### config.mk
export PLATFORM = sky130hd
export DESIGN_NAME = jtcop_vbus
export DESIGN_NICKNAME = d
export VERILOG_FILES = /design/src/rtl/jtcop_vbus.sv
export SDC_FILE = /design/constraint.sdc
export NUM_CORES = 1
export LEC_CHECK = 0
export ABC_AREA = 1
export BUFFER_PORTS_ARGS = -buffer_cell sky130_fd_sc_hd__buf_4
export CAP_MARGIN = 10
export CORE_AREA = 2 2 106 108
export CTS_BUF_LIST = sky130_fd_sc_hd__clkbuf_16
export DETAILED_ROUTE_END_ITERATION = 8
export DIE_AREA = 0 0 108 110
export PLACE_DENSITY_LB_ADDON = 0.12
export SYNTH_ARGS = -nofsm -noshare
export SYNTH_HDL_FRONTEND = slang
export SYNTH_SLANG_ARGS = --single-unit
### constraint.sdc
create_clock -name clk -period 1.28 [get_ports clk]
set_input_delay 0.064 -clock clk [delete_from_list [all_inputs] [get_ports clk]]
set_output_delay 0.064 -clock clk [all_outputs]
set_load 0.03 [all_outputs]
### src/rtl/jtcop_vbus.sv
// Register-bus hub between CPU, MCU and BAC06-style tile layers: per-layer arbitration, MCU byte steering,
// read-back and status registers, frame-latched enables. Define JTCOP_VBUS_CNT_EN to add the conflict counter.
module jtcop_vbus #(
    parameter int unsigned       LAYERS   = 3,
    parameter int unsigned       AW       = 12,
    parameter logic [LAYERS-1:0] MCU_MASK = LAYERS'(3'b100)
) (
    input  logic                 clk,
    input  logic                 rst,
    input  logic [LAYERS-1:0]    cpu_cs,
    input  logic [AW-1:0]        cpu_addr,
    input  logic [15:0]          cpu_dout,
    input  logic [1:0]           cpu_dsn,
    input  logic                 cpu_rnw,
    output logic [15:0]          cpu_din,
    output logic                 cpu_wait,
    input  logic [LAYERS-1:0]    mcu_cs,
    input  logic [9:0]           mcu_addr,
    input  logic [7:0]           mcu_dout,
    input  logic                 mcu_rnw,
    output logic [7:0]           mcu_din,
    output logic                 mcu_wait,
    output logic [LAYERS-1:0]    lyr_cs,
    output logic [LAYERS*AW-1:0] lyr_addr,
    output logic [LAYERS*16-1:0] lyr_din,
    output logic [LAYERS*2-1:0]  lyr_dsn,
    output logic [LAYERS-1:0]    lyr_rnw,
    input  logic [LAYERS*16-1:0] lyr_dout,
    input  logic [7:0]           st_addr,
    input  logic [LAYERS*8-1:0]  lyr_st,
    output logic [7:0]           st_dout,
    input  logic                 VS,
    input  logic [LAYERS-1:0]    gfx_en,
    output logic [LAYERS-1:0]    lyr_en
);

    typedef enum logic [1:0] {IDLE, CPU, MCU} gnt_e;

    logic [LAYERS-1:0] cpu_req, mcu_req, cpu_gnt, mcu_gnt;
    logic              vs_q, vs_rise;

    // CPU only ever drives its lowest selected layer; MCU selects outside the mask are dropped
    assign cpu_req  = cpu_cs & (~cpu_cs + LAYERS'(1));
    assign mcu_req  = mcu_cs & MCU_MASK;
    assign cpu_wait = |(cpu_cs & ~cpu_gnt);
    assign mcu_wait = |(mcu_req & ~mcu_gnt);
    assign vs_rise  = VS & ~vs_q;

    for (genvar i = 0; i < LAYERS; i++) begin : g_lyr
        gnt_e        st_q, st_nx;
        logic        rr_q, rr_nx;    // 1: MCU wins the next contested grant
        logic        cs, rnw;
        logic [AW-1:0] addr;
        logic [15:0] din;
        logic [1:0]  dsn;

        always_ff @(posedge clk or posedge rst) begin
            if (rst) begin
                st_q <= IDLE;
                rr_q <= 1'b0;
            end else begin
                st_q <= st_nx;
                rr_q <= rr_nx;
            end
        end

        always_comb begin
            st_nx = st_q;
            rr_nx = rr_q;
            case (st_q)
                IDLE: begin
                    if (cpu_req[i] && mcu_req[i]) begin
                        st_nx = rr_q ? MCU : CPU;
                        rr_nx = ~rr_q;
                    end else if (cpu_req[i]) begin
                        st_nx = CPU;
                    end else if (mcu_req[i]) begin
                        st_nx = MCU;
                    end
                end
                CPU:     if (!cpu_req[i]) st_nx = IDLE;
                MCU:     if (!mcu_req[i]) st_nx = IDLE;
                default: st_nx = IDLE;
            endcase
        end

        always_comb begin
            cs   = 1'b0;
            rnw  = 1'b1;
            addr = '0;
            din  = '0;
            dsn  = 2'b11;
            if (st_q == CPU) begin
                cs   = 1'b1;
                rnw  = cpu_rnw;
                addr = cpu_addr;
                din  = cpu_dout;
                dsn  = cpu_dsn;
            end else if (st_q == MCU) begin
                cs   = 1'b1;
                rnw  = mcu_rnw;
                addr = AW'(mcu_addr[9:1]);
                din  = {2{mcu_dout}};
                dsn  = mcu_addr[0] ? 2'b01 : 2'b10;
            end
        end

        assign cpu_gnt[i]           = (st_q == CPU);
        assign mcu_gnt[i]           = (st_q == MCU);
        assign lyr_cs[i]            = cs;
        assign lyr_rnw[i]           = rnw;
        assign lyr_addr[i*AW +: AW] = addr;
        assign lyr_din[i*16 +: 16]  = din;
        assign lyr_dsn[i*2 +: 2]    = dsn;
    end

    logic        cpu_hit, mcu_hit;
    logic [15:0] cpu_rd, mcu_rd;
    logic [7:0]  st_nx;
    logic        unused_st;

    assign unused_st = ^st_addr[7:6];

    always_comb begin
        cpu_hit = 1'b0;
        mcu_hit = 1'b0;
        cpu_rd  = '0;
        mcu_rd  = '0;
        for (int i = 0; i < LAYERS; i++) begin
            if (cpu_gnt[i] && !cpu_hit) begin
                cpu_hit = 1'b1;
                cpu_rd  = lyr_dout[i*16 +: 16];
            end
            if (mcu_gnt[i] && !mcu_hit) begin
                mcu_hit = 1'b1;
                mcu_rd  = lyr_dout[i*16 +: 16];
            end
        end
    end

`ifdef JTCOP_VBUS_CNT_EN
    logic [7:0] cnt;

    // Contention cycles per frame, saturating; the frame clear takes priority
    always_ff @(posedge clk or posedge rst) begin
        if (rst)                                  cnt <= '0;
        else if (vs_rise)                         cnt <= '0;
        else if (|(cpu_req & mcu_req) && cnt != 8'hff) cnt <= cnt + 8'd1;
    end
`endif

    always_comb begin
        st_nx = 8'hff;
        for (int i = 0; i < LAYERS; i++) begin
            if (3'(i) == st_addr[5:3]) st_nx = lyr_st[i*8 +: 8];
        end
`ifdef JTCOP_VBUS_CNT_EN
        if (st_addr == 8'hf8) st_nx = cnt;
`endif
    end

    always_ff @(posedge clk or posedge rst) begin
        if (rst) begin
            cpu_din <= '0;
            mcu_din <= '0;
            st_dout <= '0;
            vs_q    <= 1'b0;
            lyr_en  <= '1;
        end else begin
            if (cpu_hit) cpu_din <= cpu_rd;
            if (mcu_hit)                    mcu_din <= mcu_addr[0] ? mcu_rd[15:8] : mcu_rd[7:0];
            else if (|(mcu_cs & ~MCU_MASK)) mcu_din <= 8'hff;
            st_dout <= st_nx;
            vs_q    <= VS;
            if (vs_rise) lyr_en <= gfx_en;
        end
    end

endmodule

# ---- Yosys cells after proc, flatten, opt, wreduce, memory -nomap -nowiden
# Cells that the tools add are included.
dict set report classes {
  bitwise_logic 9
  n_addsub 1
  eq_ne 15
  reduce_logical 21
  n_mux 61
}
# op n
set ops {}
lappend ops {{$mux 16} 12}
lappend ops {{$mux 8} 6}
lappend ops {{$mux 12} 3}
lappend ops {{$mux 2} 17}
lappend ops {{$mux 9} 3}
lappend ops {{$mux 1} 17}
lappend ops {{$ne 2x2->1 const B} 6}
lappend ops {{$and 3x3->3} 3}
lappend ops {{$not 3->3} 3}
lappend ops {{$pmux 2 s2} 2}
lappend ops {{$eq 2x1->1 const B} 3}
lappend ops {{$eq 2x2->1 const B} 3}
lappend ops {{$logic_not 2->1} 3}
lappend ops {{$pmux 2 s3} 1}
lappend ops {{$reduce_and 2->1} 3}
lappend ops {{$reduce_or 3->1} 2}
lappend ops {{$logic_and 1x1->1} 5}
lappend ops {{$logic_not 1->1} 4}
lappend ops {{$ne 4x4->1 const B} 1}
lappend ops {{$add 3x1->3 const B} 1}
lappend ops {{$eq 1x3->1 const A} 1}
lappend ops {{$eq 2x3->1 const A} 1}
lappend ops {{$logic_not 3->1} 1}
lappend ops {{$reduce_and 3->1} 1}
lappend ops {{other kinds (4)} 5}
dict set report word_totals {
  inputBits 142
  register_bits 43
  elab_cells 116
  output_inout_bits 133
}

# ---- Depth between registers and ports, before layout
# Gate-level depths: netlist of the first run.
dict set report logic_depth {
  depth_word 10
  depth_mapped 8
}

# ---- Worst setup path after synthesis of the first run
# No wires, ideal clock.
dict set report synth_path {
  path_kind {register to output}
  from {reg g_lyr[2].st_q[0]}
  to {out lyr_din[37]}
  t_required_ns 1.216
  path_buffers 1
  path_stages_with_launch 8
  path_slack_ns -0.570
  t_arrival_ns 1.786
  path_cell_list {dfrtp_1 -> inv_1 -> ha_1 -> inv_2 -> nor2_8 -> inv_4 -> buf_6 -> o21ai_0}
}
dict set report synth_via {
  elab_chain_len 3
  elab_cells_between_ends 4
  cone_classes {eq/ne: 2; mux: 2}
}
# item line_no
set synth_lines {}
lappend synth_lines {{from (decl)} 50} ;# gnt_e st_q, st_nx;
lappend synth_lines {{from (signal assigned)} 62} ;# st_q <= st_nx;
lappend synth_lines {{$eq 2x2->1} 99} ;# end else if (st_q == MCU) begin
lappend synth_lines {{$mux 16} 99}
lappend synth_lines {{$mux 16 (*)} 93} ;# if (st_q == CPU) begin
lappend synth_lines {{to (decl)} 25} ;# output logic [LAYERS*16-1:0] lyr_din,
# Mark *: on every way between the ends. The rest lies on a longest branch, timed or not.

# ---- Worst setup path after layout of the first run
dict set report layout_path {
  from {reg g_lyr[2].st_q[0]}
  to {out lyr_din[41]}
}
# The elaborated chain is that of the path after synthesis.

==> flow_summary.json, run 1 <==
{
  "critPathCapture": "lyr_din[41]",
  "postRouteAntennaNets": 0,
  "vias_per_cell": 4.76,
  "slew_headroom_pct": 74.3,
  "nNetsFinal": 914,
  "area_growth_syn_to_layout_pct": 140,
  "ys_types": 27,
  "drt-initial-drc-count": 203,
  "die_area_um2": 11900,
  "tightest_slew_ps": 385,
  "fin_ws_ps": -440,
  "clock.fmax_ghz": 0.581,
  "drv_cap": 0,
  "chipHeight_um": 110,
  "n_antenna_cell": 0,
  "wirelength_um": 15200,
  "h-tree-depth": 2,
  "grt_max_degree": 42,
  "cp-startpoint": "g_lyr[2].st_q[0]",
  "ctsRootBufferMaster": "clkbuf_16",
  "regArea_um2": 1030,
  "yosys.area_share.simple_pct": 32.7,
  "routabilityCongestion": 0.878,
  "grt_usage_pct": 21.0,
  "clock_latency_ps": 270,
  "drive_above_1_share_pct": 67.1,
  "fillers": 855,
  "p_per_area_nw_per_um2": 1900,
  "rsz0062_at_grt": "true",
  "avgSynthCellArea_um2": 6.53,
  "seq_area_frac_synth_pct": 34.4,
  "r2r_start": "g_lyr[2].st_q[1]",
  "vdd_drop_max_mv": 0.935,
  "fin_crit_sh_pct": 134,
  "fin_tns_setup_ps": -19170,
  "cts.clk_slew.worst_paths_ps": 60,
  "grt_pass1_vias": 3913,
  "final-setup-viol-count": 106,
  "synth.area.mux_share_pct": 1.13,
  "yosys_warnings": 0,
  "die_x_um": 108,
  "grt_pass1_wl_um": 19700,
  "yosys_register_bits": 41,
  "first_pass_iters": 6,
  "drcViolationCount": 0,
  "slew_violations": 0,
  "boundaryPins": 275,
  "cts_tree": "built",
  "synth-xor-area-share_pct": 0.293,
  "start_util_pct": 28.0,
  "criticalPathCategory": "flop to primary output",
  "cp_max_fo": 7,
  "p_leak_nw": 3.90,
  "cts_sinks": 41,
  "synth_area_um2": 2990,
  "antenna_found_initial": 0,
  "fin_crit_ps": 1720,
  "status": "finished, violations left",
  "worstPathRequired_ps": 1220,
  "multi_input_area_um2": 2180,
  "fin_worst_skew_ps": 4.99,
  "rrSetupSlack_ps": -270,
  "cts_buffers": 5,
  "reg2regPathDepth": 9,
  "netlist_instances": 458,
  "cts.path.max_buffers": 2,
  "hold_violations": 0,
  "port_buffers": 269,
  "regToRegEndpoint": "cpu_din[2]",
  "hpwl_um": 10400,
  "synth_nets": 604,
  "synth_fa_ha_area_share_pct": 1.67,
  "globalRouteOverflowTotal": 0,
  "critPathArrivalTime_ps": 1660,
  "hold_path_class": "primary input to flop",
  "cp-start-kind": "flop",
  "core-area_um2": 10700,
  "routedWlPerCell_um": 16.8,
  "synth-compound-area-share_pct": 12.0,
  "post-place-ws_ps": -264,
  "num_rows": 38,
  "synth_top_family_by_area": "simple AND/OR/NAND/NOR gates",
  "violations": "setup timing",
  "critical_path.endpoint_type": "primary output",
  "via_count": 4326
}
-- routing by layer --
| layer | up-vias | wire length, um | global-route usage [%] |
|---|---|---|---|
| met1 | 2063 | 5510 | 25.1 |
| met5 | - | 0 | 0 |
| met4 | 0 | 386 | 4.12 |
| met2 | 174 | 8370 | 39.3 |
| met3 | 28 | 968 | 3.88 |
| li1 | 2061 | - | - |
-- what timing repair did --
action,CTS,global route
resized for setup,142,194
hold buffers,3,0
gates cloned,4,7
hold endpoints to repair,40,0
pin swaps,10,4
buffers inserted,15,11
endpoints found under the setup margin,123,115
-- power by group --
part	total (mW)	switching, mW	internal [mW]
clock network	1.39	0.477	0.909
logic	10.2	5.64	4.57
registers	2.05	0.297	1.75
-- cell families (layout without fill, tap and decap cells) --
family,Yosys count,in the layout
AND/OR/NAND/NOR,225,225
buffers and inverters,121,432
AO/OA/AOI/OAI,63,63
flip-flops,41,41
adder cells (fa/ha/maj),4,4
multiplexers,3,3
XOR/XNOR,1,1
-- area by class of cell --
type	instances	area share (%)
inverter	94	5.15
clock buffer	5	1.75
timing repair buffer	330	45.3
tap	140	2.44
multi-input combinational	296	30.4
sequential	41	14.4
clock inverter	3	0.541
-- worst min-delay path by stage --
stage               cells past startpoint    startpoint     endpoint
CTS                                     3  lyr_dout[45]  cpu_din[13]
finish                                  3  lyr_dout[13]  cpu_din[13]
floorplan                               0            VS         vs_q
detailed placement                      3           rst   st_dout[6]
global placement                        3           rst   st_dout[3]
global route                            3  lyr_dout[41]   cpu_din[9]
-- worst max-delay path, cell delays in order, from the launching register on --
cell,delay (ps)
dfrtp_1,420
inv_2,100
ha_4,150
inv_4,50
nor2_8,140
inv_6,60
clkbuf_16,170
o21ai_4,130
buf_6,150
-- synth_stat cells (all sizes together) --
cell type	count	area share (%)
a22o	9	2.6
o22ai	8	1.7
dfrtp	38	32
inv	92	12
ha	4	1.7
nor2	18	2.9
xnor2	1	0.29
nand3	29	4.9
a21oi	11	1.8
clkinv	2	0.25
nand3b	1	0.25
nand4	16	3.3
nand2	151	19
dfstp	3	2.6
buf	22	5.1
mux2	3	1.1
clkbuf	5	0.63
o21ai	35	5.9
nor3	10	2.4
-- placed cells by master (no fill, tap or decap), drive strengths merged --
cell           n
dfstp          3
a21oi         11
dlygate4sd3    3
nor3          10
a22o           9
o22ai          8
o21ai         35
nand3b         1
clkbuf        11
dfrtp         38
clkinv         3
xnor2          1
nand2        151
nand4         16
bufinv         1
nand3         29
buf          321
nor2          18
inv           93
ha             4
mux2           3
-- flip-flops by register name, indices dropped and copies added, names as in the netlist --
signal,flops
cpu_din,16
mcu_din,8
st_dout,8
g_lyr.st_q,4
lyr_en,3
g_lyr.rr_q,1
vs_q,1
-- per-stage QoR --
stage	instances	hold slack, ps	total power [mW]	util [%]	instance area, um^2
6_report	909	11.1	13.6	67.0	7170
5_1_grt	909	7.55	14.3	67.0	7170
4_1_cts	893	7.50	11.9	59.6	6370
3_5_place_dp	864	152	9.52	50.7	5420
3_3_place_gp	864	148	9.42	50.7	5420
2_1_floorplan	458	95.4	6.61	-	3180
Note: power is estimated with default switching activity, not from simulation.
==> inputs of run 2 (changes only) <==
- ABC_AREA: 1 -> unset
- CORE_AREA: 2 2 106 108 -> 2 2 107 109
- DIE_AREA: 0 0 108 110 -> 0 0 109 111
- clock period: 1.28 -> 1.8 ns (I/O delays scaled with it)
==> run 2 against run 1 <==
The run still ends with setup timing left. Wire length down 21%. Final cell count down 21%. Worst setup slack better by 430 ps. Register-to-register slack better by 430 ps. Sequential share of layout area up 4.4 points. Combinational power down 47%. Die area up 1.8%. Final area down 23%. Critical path type unchanged. Global-route usage down 1.8 points.
==> flow_summary.json, run 2 <==
{
  "boundaryPins": 275,
  "design_area_um2": 5490,
  "via_count": 3234,
  "slew_violations": 0,
  "netlist.top_cell.by_area": "dfrtp_1",
  "hold_path_class": "primary input to flop",
  "reg2regPathDepth": 7,
  "top_regs": "cpu_din x16, mcu_din x8, st_dout x8",
  "cts.clk_slew.worst_paths_ps": 60,
  "p_per_area_nw_per_um2": 1410,
  "tightest_slew_ps": 538,
  "synth_nets": 455,
  "p_leak_nw": 2.68,
  "port_buffers": 269,
  "seq_area_frac_synth_pct": 35.9,
  "total_power_mw": 7.72,
  "grt_pass1_vias": 3258,
  "final_cells": 720,
  "clock_latency_ps": 280,
  "post-place-ws_ps": 119,
  "routedWlPerCell_um": 16.8,
  "max_stage_delay_ps": 390,
  "fin_crit_sh_pct": 100,
  "avgSynthCellArea_um2": 9.29,
  "vdd_drop_max_mv": 0.671,
  "min_path_cells": 3,
  "nNetsFinal": 722,
  "cts.path.max_buffers": 2,
  "placed_cell_area_um2": 5020,
  "netlist_instances": 309,
  "cts_tree": "built",
  "crit_top_cell": "buf_6",
  "dp.cells": 698,
  "critical_path.endpoint_type": "primary output",
  "area_growth_syn_to_layout_pct": 91.2,
  "worstPathRequired_ps": 1710,
  "fin_ws_ps": -8.21,
  "top_register": "cpu_din",
  "final-setup-viol-count": 2,
  "utilization_pct": 49.6,
  "p_seq_share_pct": 18.5,
  "slew_headroom_pct": 64.2,
  "synth-edff-count": 0,
  "postRouteAntennaNets": 0,
  "drive_above_1_share_pct": 57.7,
  "grt_max_degree": 42,
  "drv_cap": 0,
  "n_antenna_cell": 0,
  "fin_crit_ps": 1810,
  "fin_worst_skew_ps": 5.03,
  "drcViolationCount": 0,
  "cp_max_fo": 13,
  "synth_area_leaders": "dfrtp_1 (33%), and2_1 (13%), a22o_1 (7.6%)",
  "combPwrFrac_pct": 70.4,
  "yosys_warnings": 0,
  "num_rows": 39,
  "violations": "setup timing",
  "async_flop_share_pct": 100,
  "cp-start-kind": "flop",
  "antenna_found_initial": 0,
  "mostFrequentLayoutCell": "buf_4",
  "clkPwrFrac_pct": 11.1,
  "yosysTopAreaCellShare_pct": 33.1,
  "rsz0062_at_grt": "true",
  "cts_sinks": 41,
  "ys_types": 29,
  "routabilityCongestion": 0.818,
  "synth_ff_type": "dfrtp_1",
  "first_pass_iters": 4,
  "vias_per_cell": 4.49,
  "switchingPower_mw": 3.61,
  "ctsRootBufferMaster": "clkbuf_16",
  "chipHeight_um": 111,
  "synth_common_cells": "and2_1 (59), dfrtp_1 (38), a22o_1 (25)",
  "largest_reg_flops": 16,
  "yosys_register_bits": 41,
  "drt-initial-drc-count": 118,
  "wirelength_um": 12100,
  "clock.fmax_ghz": 0.553,
  "p_sw_share_pct": 46.7,
  "grt_pass1_wl_um": 18100,
  "status": "finished, violations left",
  "critPathArrivalTime_ps": 1720,
  "criticalPathCategory": "flop to primary output",
  "critPathSlowestCell": "dfrtp_1",
  "grt_usage_pct": 19.2,
  "die_x_um": 109,
  "die_area_um2": 12100,
  "yosysMostFrequentCell": "and2_1",
  "cts_buffers": 5,
  "fillers": 1085,
  "core-area_um2": 11100,
  "start_util_pct": 25.9,
  "h-tree-depth": 2,
  "p_int_mw": 4.11,
  "synth_area_um2": 2870,
  "path_cells": "buf_6 > ha_4 > nor2b_4 > buf_12 > buf_16 > a22o_1 > buf_6",
  "layout_common_cells": "buf_4 (255), and2_1 (59), dfrtp_1 (37)",
  "globalRouteOverflowTotal": 0,
  "hpwl_um": 9080,
  "hold_violations": 0
}
run 2: cells by family after synthesis:
group / after synthesis / share of synthesized area, %
flip-flops: 41 / 35.9
multiplexers: 36 / 13.4
AO/OA/AOI/OAI: 83 / 20.0
adder cells (fa/ha/maj): 4 / 1.74
buffers and inverters: 41 / 7.06
AND/OR/NAND/NOR: 102 / 21.4
XOR/XNOR: 2 / 0.610
run 2: cell type report:
cell class / instances / area, um^2 / share of cell area [%]
inverter: 8 / 32.5 / 0.593
timing repair buffer: 293 / 2420 / 44.1
clock buffer: 5 / 125 / 2.28
multi-input combinational: 227 / 1680 / 30.6
sequential: 41 / 1030 / 18.8
clock inverter: 3 / 17.5 / 0.319
tap: 143 / 179 / 3.26
run 2: metal layers:
| metal | wire length [um] | GRT usage [%] | part of all wire [%] | vias up |
|---|---|---|---|---|
| met3 | 821 | 4.53 | 6.8 | 14 |
| met5 | 0 | 0 | 0 | - |
| met2 | 6240 | 33.5 | 52 | 119 |
| met4 | 174 | 5.04 | 1.4 | 0 |
| li1 | - | - | - | 1615 |
| met1 | 4870 | 23.2 | 40 | 1486 |
run 2: worst paths after layout:
check	start	endpoint	slack, ps
worst max-delay path	g_lyr[2].st_q[1]	lyr_din[36]	-8
worst min-delay path	lyr_st[9]	st_dout[1]	40
worst max register to register	g_lyr[2].st_q[0]	cpu_din[3]	160
worst min register to register	g_lyr[2].rr_q	g_lyr[2].rr_q	480
max in group asynchronous	rst	g_lyr[1].st_q[0]	860
min in group asynchronous	rst	st_dout[1]	520
run 2: what timing repair did:
| item | 4_1_cts | 5_1_grt |
|---|---|---|
| cloned | 2 | 1 |
| setup endpoints to repair | 28 | 36 |
| buffers inserted | 7 | 2 |
| endpoints found under the hold margin | 39 | 0 |
| pin swaps | 10 | 11 |
| hold buffers | 2 | 0 |
| resized for setup | 32 | 10 |
run 2: per-stage QoR:
stage | TNS, ps | hold slack (ps)
6_report | -9.52 | 35.4
2_1_floorplan | 0 | 121
3_3_place_gp | 0 | 208
5_1_grt | -1630 | 28.2
4_1_cts | -22.0 | 29.2
3_5_place_dp | 0 | 216
run 2: power groups by stage:
stage | clock [mW] | combinational [mW] | sequential [mW]
global placement | 0 | 4.83 | 1.42
detailed placement | 0 | 4.85 | 1.44
CTS | 0.904 | 5.29 | 1.42
finish | 0.861 | 5.44 | 1.43
global route | 0.947 | 5.73 | 1.47
floorplan | 0 | 2.46 | 1.94
run 2: worst max-delay path: cells and delay by family (launching register included):
family / cells / cell delay, ps
buf+inv: 4 / 530
flops: 1 / 390
compound gates: 1 / 220
fa+ha+maj: 1 / 150
simple gates: 1 / 130
==> inputs of run 3 (changes only) <==
- CORE_AREA: 2 2 107 109 -> 2 2 106 108
- DIE_AREA: 0 0 109 111 -> 0 0 108 110
==> run 3 against run 2 <==
The run now ends clean. Final cell count fell by 1.3%. Register-to-register slack improved by 20 ps. Sequential power barely moved. Clock-buffer cell count did not move. Die area fell by 1.8%. Via count rose by 0.68%. Flip-flop and latch count did not move. Worst setup slack improved by 56 ps. Non-clock buffer count fell by 6. Sequential share of layout area rose by 0.73 points. Highest routed layer unchanged.
==> flow_summary.json, run 3 (synthesis results as in run 2) <==
{
  "status": "complete, no violations",
  "utilization_pct": 49.4,
  "cp-start-kind": "flop",
  "cts_sinks": 41,
  "criticalPathCategory": "flop to primary output",
  "hold_path_class": "primary input to flop",
  "die_x_um": 108,
  "largest_reg_flops": 16,
  "slew_headroom_pct": 65.1,
  "tightest_slew_ps": 524,
  "clock.fmax_ghz": 0.571,
  "max_stage_delay_ps": 420,
  "cts_tree": "built",
  "globalRouteOverflowTotal": 0,
  "routedWlPerCell_um": 16.1,
  "cts.path.max_buffers": 2,
  "fin_worst_skew_ps": 3.88,
  "chipHeight_um": 110,
  "cts_buffers": 5,
  "fin_crit_ps": 1750,
  "start_util_pct": 26.8,
  "clock_latency_ps": 270,
  "layout_common_cells": "buf_4 (276), and2_1 (59), dfrtp_1 (36)",
  "slew_violations": 0,
  "dp.cells": 695,
  "antenna_found_initial": 0,
  "nNetsFinal": 716,
  "hold_violations": 0,
  "worstPathRequired_ps": 1710,
  "critical_path.endpoint_type": "primary output",
  "h-tree-depth": 2,
  "ctsRootBufferMaster": "clkbuf_16",
  "fin_crit_sh_pct": 97.4,
  "vias_per_cell": 4.58,
  "drive_above_1_share_pct": 56.4,
  "num_rows": 38,
  "via_count": 3256,
  "postRouteAntennaNets": 0,
  "first_pass_iters": 4,
  "wirelength_um": 11400,
  "drv_cap": 0,
  "r2r_start": "g_lyr[2].st_q[1]",
  "cts.clk_slew.worst_paths_ps": 50,
  "final_cells": 711,
  "area_growth_syn_to_layout_pct": 83.9,
  "top_register": "cpu_din",
  "die_area_um2": 11900,
  "rsz0062_at_grt": "true",
  "hpwl_um": 9000,
  "drt-initial-drc-count": 153,
  "p_per_area_nw_per_um2": 1380,
  "rrSetupSlack_ps": 180,
  "port_buffers": 269,
  "critPathArrivalTime_ps": 1660,
  "final-setup-viol-count": 0,
  "whs_endpoint": "st_dout[1]",
  "reg2regPathDepth": 7,
  "mostFrequentLayoutCell": "buf_4",
  "fillers": 1063,
  "grt_usage_pct": 17.9,
  "grt_max_degree": 54,
  "p_leak_nw": 2.61,
  "grt_pass1_vias": 3047,
  "path_cells": "inv_2 > ha_4 > nor2b_4 > clkbuf_16 > a22oi_1 > buf_4",
  "min_path_cells": 3,
  "boundaryPins": 275,
  "critPathSlowestCell": "dfrtp_1",
  "core-area_um2": 10700,
  "min_from": "lyr_st[9]",
  "holdWs_ps": 31.9,
  "grt_pass1_wl_um": 16600,
  "drcViolationCount": 0,
  "post-place-ws_ps": 157,
  "regToRegEndpoint": "cpu_din[14]",
  "cp_max_fo": 13,
  "fin_ws_ps": 47.7,
  "vdd_drop_max_mv": 0.547,
  "n_antenna_cell": 0,
  "top_regs": "cpu_din x16, mcu_din x8, st_dout x8",
  "routabilityCongestion": 0.823
}
-- run 3: cell types whose count changed in the layout (fill, tap and decap cells not counted), moves of 2 or more --
cell      previous run  this run
clkinv_1             0         2
dfrtp_2              0         2
inv_1                4         6
buf_16               2         0
buf_4              255       276
buf_6               29         5
-- run 3: worst max path at each step --
stage                           from  depth (start not counted)  slack, ps           to
detailed placement  g_lyr[2].st_q[1]                          6        160  cpu_din[14]
CTS                 g_lyr[2].st_q[0]                          6         20   lyr_dsn[5]
global placement    g_lyr[2].st_q[1]                          5        190   lyr_rnw[2]
global route        g_lyr[2].st_q[1]                          6         -6   lyr_rnw[2]
finish              g_lyr[2].st_q[1]                          6         50   lyr_rnw[2]
floorplan           g_lyr[2].st_q[1]                          7         70   lyr_dsn[4]
-- run 3: repair_timing --
action,in CTS,in global routing
endpoints found under the hold margin,39,0
pin swaps,0,1
gates cloned,0,1
setup buffers,4,1
gates resized for setup,5,8
hold buffers,2,0
setup endpoints to repair,32,28
-- run 3: final cells by class --
class,count,area [um^2],share of cell area (%)
Inverter,8,31.3,0.592
Multi-Input combinational cell,227,1670,31.7
Clock buffer,5,125,2.37
Clock inverter,3,11.3,0.213
Timing Repair Buffer,287,2230,42.3
Sequential cell,41,1030,19.5
Tap cell,140,175,3.32
-- run 3: per-layer routing --
metal / share of wire, % / vias up / GRT usage, %
met5: 0 / - / 0
met4: 0.81 / 0 / 3.48
met3: 7.2 / 6 / 4.12
met2: 50 / 127 / 31.3
met1: 42 / 1524 / 22.7
li1: - / 1599 / -
-- run 3: stage by stage --
stage / power [mW] / TNS, ps / cell area [um^2]
after global placement: 6.25 / 0 / 5010
after floorplan: 4.40 / 0 / 2870
after global routing: 7.69 / -10.4 / 5280
final: 7.27 / 0 / 5280
after CTS: 7.21 / 0 / 5230
after detailed placement: 6.29 / 0 / 5010
-- run 3: critical path: cells and delay by family, from the launching register on --
family | cells | cell delay (ps)
AND/OR/NAND/NOR | 1 | 70
flip-flops | 1 | 420
adder cells (fa/ha/maj) | 1 | 190
buffers and inverters | 3 | 500
AO/OA/AOI/OAI | 1 | 210
-- run 3: power by group --
| part | switching, mW | internal, mW |
|---|---|---|
| Combinational | 2.94 | 2.07 |
| Sequential | 0.194 | 1.24 |
| Clock | 0.326 | 0.498 |
| Total | 3.46 | 3.81 |
